===== config.mk =====
export PLATFORM = sky130hd
export DESIGN_NAME = heptagon_flow_ctrl
export DESIGN_NICKNAME = d
export VERILOG_FILES = /design/src/rtl/heptagon_flow_ctrl.sv
export SDC_FILE = /design/constraint.sdc
export NUM_CORES = 1
export LEC_CHECK = 0
export CAP_MARGIN = 20
export CORE_MARGIN = 8
export CORE_UTILIZATION = 58
export DETAILED_ROUTE_END_ITERATION = 8
export DONT_BUFFER_PORTS = 1
export PLACE_DENSITY = 0.71
export RECOVER_POWER = 100
export SLEW_MARGIN = 20
export SYNTH_ARGS = -nofsm -noshare
export SYNTH_HDL_FRONTEND = slang
export SYNTH_SLANG_ARGS = --single-unit

===== constraint.sdc =====
create_clock -name clk -period 2.7 [get_ports clk]
set_input_delay 0.27 -clock clk [delete_from_list [all_inputs] [get_ports clk]]
set_output_delay 0.27 -clock clk [all_outputs]
set_load 0.1 [all_outputs]

===== src/rtl/heptagon_flow_ctrl.sv =====
// Job sequencer for the heptagon-area sorting pipeline: loads vertices, runs the
// area datapath, launches the sorter, then streams ranked result indices out.
module heptagon_flow_ctrl #(
  parameter int N_POLY  = 5,
  parameter int N_VERT  = 7,
  parameter int TIMEOUT = 255
) (
  input  logic       clk,
  input  logic       reset,
  input  logic       start,
  input  logic       in_valid,
  output logic       in_ready,
  input  logic [9:0] in_x,
  input  logic [9:0] in_y,
  output logic       vert_we,
  output logic [5:0] vert_addr,
  output logic [9:0] vert_x,
  output logic [9:0] vert_y,
  output logic       calc_rst,
  output logic       cal_on,
  output logic       valid_on,
  input  logic       area_on,
  output logic       sort_start,
  input  logic       sort_done,
  output logic       out_valid,
  input  logic       out_ready,
  output logic [2:0] out_idx,
  output logic       out_last,
  output logic       busy,
  output logic       err
);

  localparam int              WD_W      = $clog2(TIMEOUT + 1);
  localparam logic [5:0]      LAST_ADDR = 6'(N_POLY * N_VERT - 1);
  localparam logic [2:0]      LAST_IDX  = 3'(N_POLY - 1);
  localparam logic [WD_W-1:0] WD_MAX    = WD_W'(TIMEOUT);
  localparam logic [WD_W-1:0] WD_ONE    = WD_W'(1);

  typedef enum logic [2:0] {
    S_IDLE, S_LOAD, S_CALC_RST, S_CALC, S_SORT, S_OUT, S_ERR
  } state_t;

  // Handshakes: a word moves on in_valid & in_ready and a result on
  // out_valid & out_ready, both at the rising clk edge; valid never waits on ready.
  state_t          state;
  logic [5:0]      vert_cnt;
  logic [WD_W-1:0] wd;

  assign busy = (state != S_IDLE);

  always_ff @(posedge clk) begin
    if (!reset) begin
      state      <= S_IDLE;
      vert_cnt   <= '0;
      wd         <= '0;
      in_ready   <= 1'b0;
      vert_we    <= 1'b0;
      vert_addr  <= '0;
      vert_x     <= '0;
      vert_y     <= '0;
      calc_rst   <= 1'b0;
      cal_on     <= 1'b0;
      valid_on   <= 1'b0;
      sort_start <= 1'b0;
      out_valid  <= 1'b0;
      out_idx    <= '0;
      out_last   <= 1'b0;
      err        <= 1'b0;
    end else begin
      // Single-cycle strobes fall back to 0 unless a state raises them.
      vert_we    <= 1'b0;
      calc_rst   <= 1'b0;
      valid_on   <= 1'b0;
      sort_start <= 1'b0;
      case (state)
        S_IDLE: begin
          if (start) begin
            state    <= S_LOAD;
            vert_cnt <= '0;
            in_ready <= 1'b1;
          end
        end
        S_LOAD: begin
          if (in_valid && in_ready) begin
            vert_we   <= 1'b1;
            vert_addr <= vert_cnt;
            vert_x    <= in_x;
            vert_y    <= in_y;
            vert_cnt  <= vert_cnt + 6'd1;
            if (vert_cnt == LAST_ADDR) begin
              in_ready <= 1'b0;
              calc_rst <= 1'b1;
              valid_on <= 1'b1;
              state    <= S_CALC_RST;
            end
          end
        end
        S_CALC_RST: begin
          wd     <= '0;
          cal_on <= 1'b1;
          state  <= S_CALC;
        end
        S_CALC: begin
          // A done indication beats the watchdog when both land together.
          if (area_on) begin
            cal_on     <= 1'b0;
            sort_start <= 1'b1;
            wd         <= '0;
            state      <= S_SORT;
          end else if (wd == WD_MAX) begin
            cal_on <= 1'b0;
            err    <= 1'b1;
            state  <= S_ERR;
          end else begin
            wd <= wd + WD_ONE;
          end
        end
        S_SORT: begin
          if (sort_done) begin
            out_idx   <= '0;
            out_valid <= 1'b1;
            out_last  <= (LAST_IDX == 3'd0);
            state     <= S_OUT;
          end else if (wd == WD_MAX) begin
            err   <= 1'b1;
            state <= S_ERR;
          end else begin
            wd <= wd + WD_ONE;
          end
        end
        S_OUT: begin
          if (out_ready) begin
            if (out_last) begin
              out_valid <= 1'b0;
              out_last  <= 1'b0;
              out_idx   <= '0;
              valid_on  <= 1'b1;
              state     <= S_IDLE;
            end else begin
              out_idx  <= out_idx + 3'd1;
              out_last <= ((out_idx + 3'd1) == LAST_IDX);
            end
          end
        end
        S_ERR: begin
          err       <= 1'b1;
          in_ready  <= 1'b0;
          cal_on    <= 1'b0;
          out_valid <= 1'b0;
        end
        default: state <= S_IDLE;
      endcase
    end
  end

endmodule


==> impl_metrics.yaml <==
grt:
  grt_max_degree: 27
  antenna_found_initial: 0
  grt_pass1_wl_mm: 8.804
  grt_usage_pct: 16.65
  grt_remaining_overflow: 0
  grt_pass1_vias: 1870
finish:
  final_layout_size_suffix_gt1_share_pct: 4.473
  multi_input_area_mm2: 0.001240
  area_growth_pct: 9.063
  n_fill_cell: 381
  final_area_mm2: 0.002650
  regArea_mm2: 0.001101
  nNetsFinal: 344
  antenna-diode-count: 0
  final_util_pct: 65.78
place:
  gp_congestion: 0.8238
  dp_hpwl_mm: 4.068
  dpl_cell_area_mm2: 0.002641
  dpl_worst_slack_ps: 763.8
  io_buffers: 0
yosys:
  syn_area_mm2: 0.002430
  syn_nets: 328
  avgSynthCellArea_um2: 8.209
  async_flop_share_pct: 0
  yosys.cell_types.count: 44
  yosysSeqAreaShare_pct: 45.31
  ys_warn_count: 0
  synthFlopType: "dfxtp_1"
  synth-edff-count: 0
  netlist_instances: 296
  ys_ff_latch: 55
status:
  status: "finished, final reports clean"
route:
  vias: 2074
  wl_per_cell_um: 15.15
  drc: 0
  drt_iter0_drc: 151
  routed_wl_mm: 5.499
  vias_per_cell: 5.713
  final_antenna_net_count: 0
  drtPass1Iterations: 4
timing:
  finalSetupViolations: 0
  slew_viol_final: 0
  rsz0062_at_grt: "no"
  fin_crit_sh_pct: 85.26
  tightest_slew_ps: 1411
  hold_viol_final: 0
  fin_ws_ps: 397.9
  final.setup.tns_ps: 0
  period_minus_slack_ps: 2302
  max_freq_mhz: 434.4
  relSlewSlack_pct: 5.962
  skew_ps: 7.783
power:
  ir_drop_v: 0.0004652
  finalPower_w: 0.001951
  leakage_nw: 0.9221
  p_per_area_mw_per_mm2: 736.4
cts:
  cts_num_sinks: 55
  cts_resized: 0
  cts_setup_buffers: 0
  htreeDepth: 2
  cts_root_buf: "clkbuf_8"
  cts_buffers: 5
  cts_hold_buf: 0
  clk_latency_ps: 300
  cts_tree: "done"
  clockBufferDepth: 2
  clk_pin_slew_worst_paths_ps: 90
floorplan:
  start_util_pct: 60.31
  row_count: 23
  core-area_mm2: 0.004029
  dieArea_mm2: 0.006517
  die_x_um: 80.73
  fp.dieH_um: 80.73
  ios: 66
hold_path:
  min_path_type: "in2reg"
critical_path:
  path_class: "reg2out"
  cp-end-kind: "primary output"
  worstPathRequired_ps: 2430
  cp.arrival_ps: 2030
  path_max_fanout: 19
  startpoint_type: "register"
run:
  max_cap_viol_count: 0
## registers in the layout (all words and copies together) (netlist names), 3 cells and up
name / count
vert_x: 10
vert_y: 10
wd: 8
vert_addr: 6
vert_cnt: 6
out_idx: 3
state: 3
## final timing paths
check,to,from,slack (ps),depth (start not counted)
worst max-delay path,busy,state[2]$_SDFFE_PN0P_,400,3
worst min-delay path,err$_SDFFE_PN0P_,reset,80,1
worst min register to register,vert_x[0]$_SDFFE_PN0P_,vert_x[0]$_SDFFE_PN0P_,460,2
worst max register to register,state[1]$_SDFFE_PN0P_,out_last$_SDFFE_PN0P_,500,5
## layout by cell type, fill, tap and decap left out, drive strengths merged, types with 3 or more instances in the layout
master and instances:
nand3b 4, dfxtp 55, a211oi 4, or3 3
and3 7, inv 7, a21oi 32, nand2 64
nor2 18, a21boi 6, nor3 4, mux2i 6
nor2b 5, ha 5, a22oi 3, o31ai 5
nand3 6, nand2b 4, clkbuf 32, o21ai 10
## worst max-delay path, stage by stage (launching register included)
cell and delay, ps:
dfxtp_1 440, clkbuf_1 600, or3_1 220, clkbuf_2 460
## Yosys cell counts (2+ instances only)
| cell | n | area (um2) |
|---|---|---|
| clkbuf_1 | 17 | 63.81 |
| dfxtp_1 | 55 | 1101 |
| nand3_1 | 6 | 30.03 |
| and3_1 | 7 | 43.79 |
| o2111ai_1 | 2 | 17.52 |
| mux2i_1 | 6 | 60.06 |
| nand3b_1 | 4 | 30.03 |
| inv_1 | 7 | 26.28 |
| xor2_1 | 2 | 17.52 |
| o21ai_0 | 10 | 50.05 |
| nand2b_1 | 4 | 25.02 |
| nor3_1 | 4 | 20.02 |
| a21boi_0 | 6 | 45.04 |
| or4_1 | 2 | 15.01 |
| a32oi_1 | 2 | 17.52 |
| nor2_1 | 18 | 67.56 |
| o21a_1 | 2 | 15.01 |
| nor2b_1 | 5 | 31.28 |
| xnor2_1 | 2 | 17.52 |
| a21oi_1 | 32 | 160.2 |
| a211oi_1 | 4 | 30.03 |
| nand2_1 | 64 | 240.2 |
| a22oi_1 | 3 | 22.52 |
| o31ai_1 | 5 | 37.54 |
| or3_1 | 3 | 18.77 |
| ha_1 | 5 | 62.56 |
| a31oi_1 | 2 | 12.51 |
## cells by family (layout without fill, tap and decap cells)
kind of cell | count (synthesis) | after routing | synth area share [%]
AOI/OAI and AO/OA | 78 | 78 | 20.44
xor gates and xnor gates | 4 | 4 | 1.442
adders and majority gates | 5 | 5 | 2.575
buffers and inverters | 24 | 41 | 3.708
DFF | 55 | 55 | 45.31
muxes | 7 | 7 | 2.935
and+or+nand+nor | 123 | 123 | 23.58
## final cells by class
cell class	count	share of cell area (%)
tap	50	2.361
inverter	7	0.9915
multi-input combinational	217	46.79
clock buffer	8	3.777
timing repair buffer	26	4.533
sequential	55	41.55
## power breakdown
| part | switching [W] | internal (W) | leakage (nW) |
|---|---|---|---|
| registers | 0.000131 | 0.000853 | 0.444 |
| logic | 0.000367 | 0.000122 | 0.426 |
| clock network | 0.000244 | 0.000234 | 0.0515 |
## per-layer routing
| layer | track usage, % | up-vias | wire (um) |
|---|---|---|---|
| met5 | 0 | - | 0 |
| met2 | 28.07 | 49 | 2691 |
| met4 | 5.714 | 0 | 71 |
| met3 | 4.688 | 7 | 322 |
| met1 | 19.79 | 948 | 2414 |
| li1 | - | 1070 | - |
## through the flow
step                instances  hold WS [ps]
floorplan                 296         406.0
global placement          355         390.8
detailed placement        355         397.6
CTS                       363         73.94
global route              363         64.71
finish                    363         79.61
Note: power is estimated with default switching activity, not from simulation.
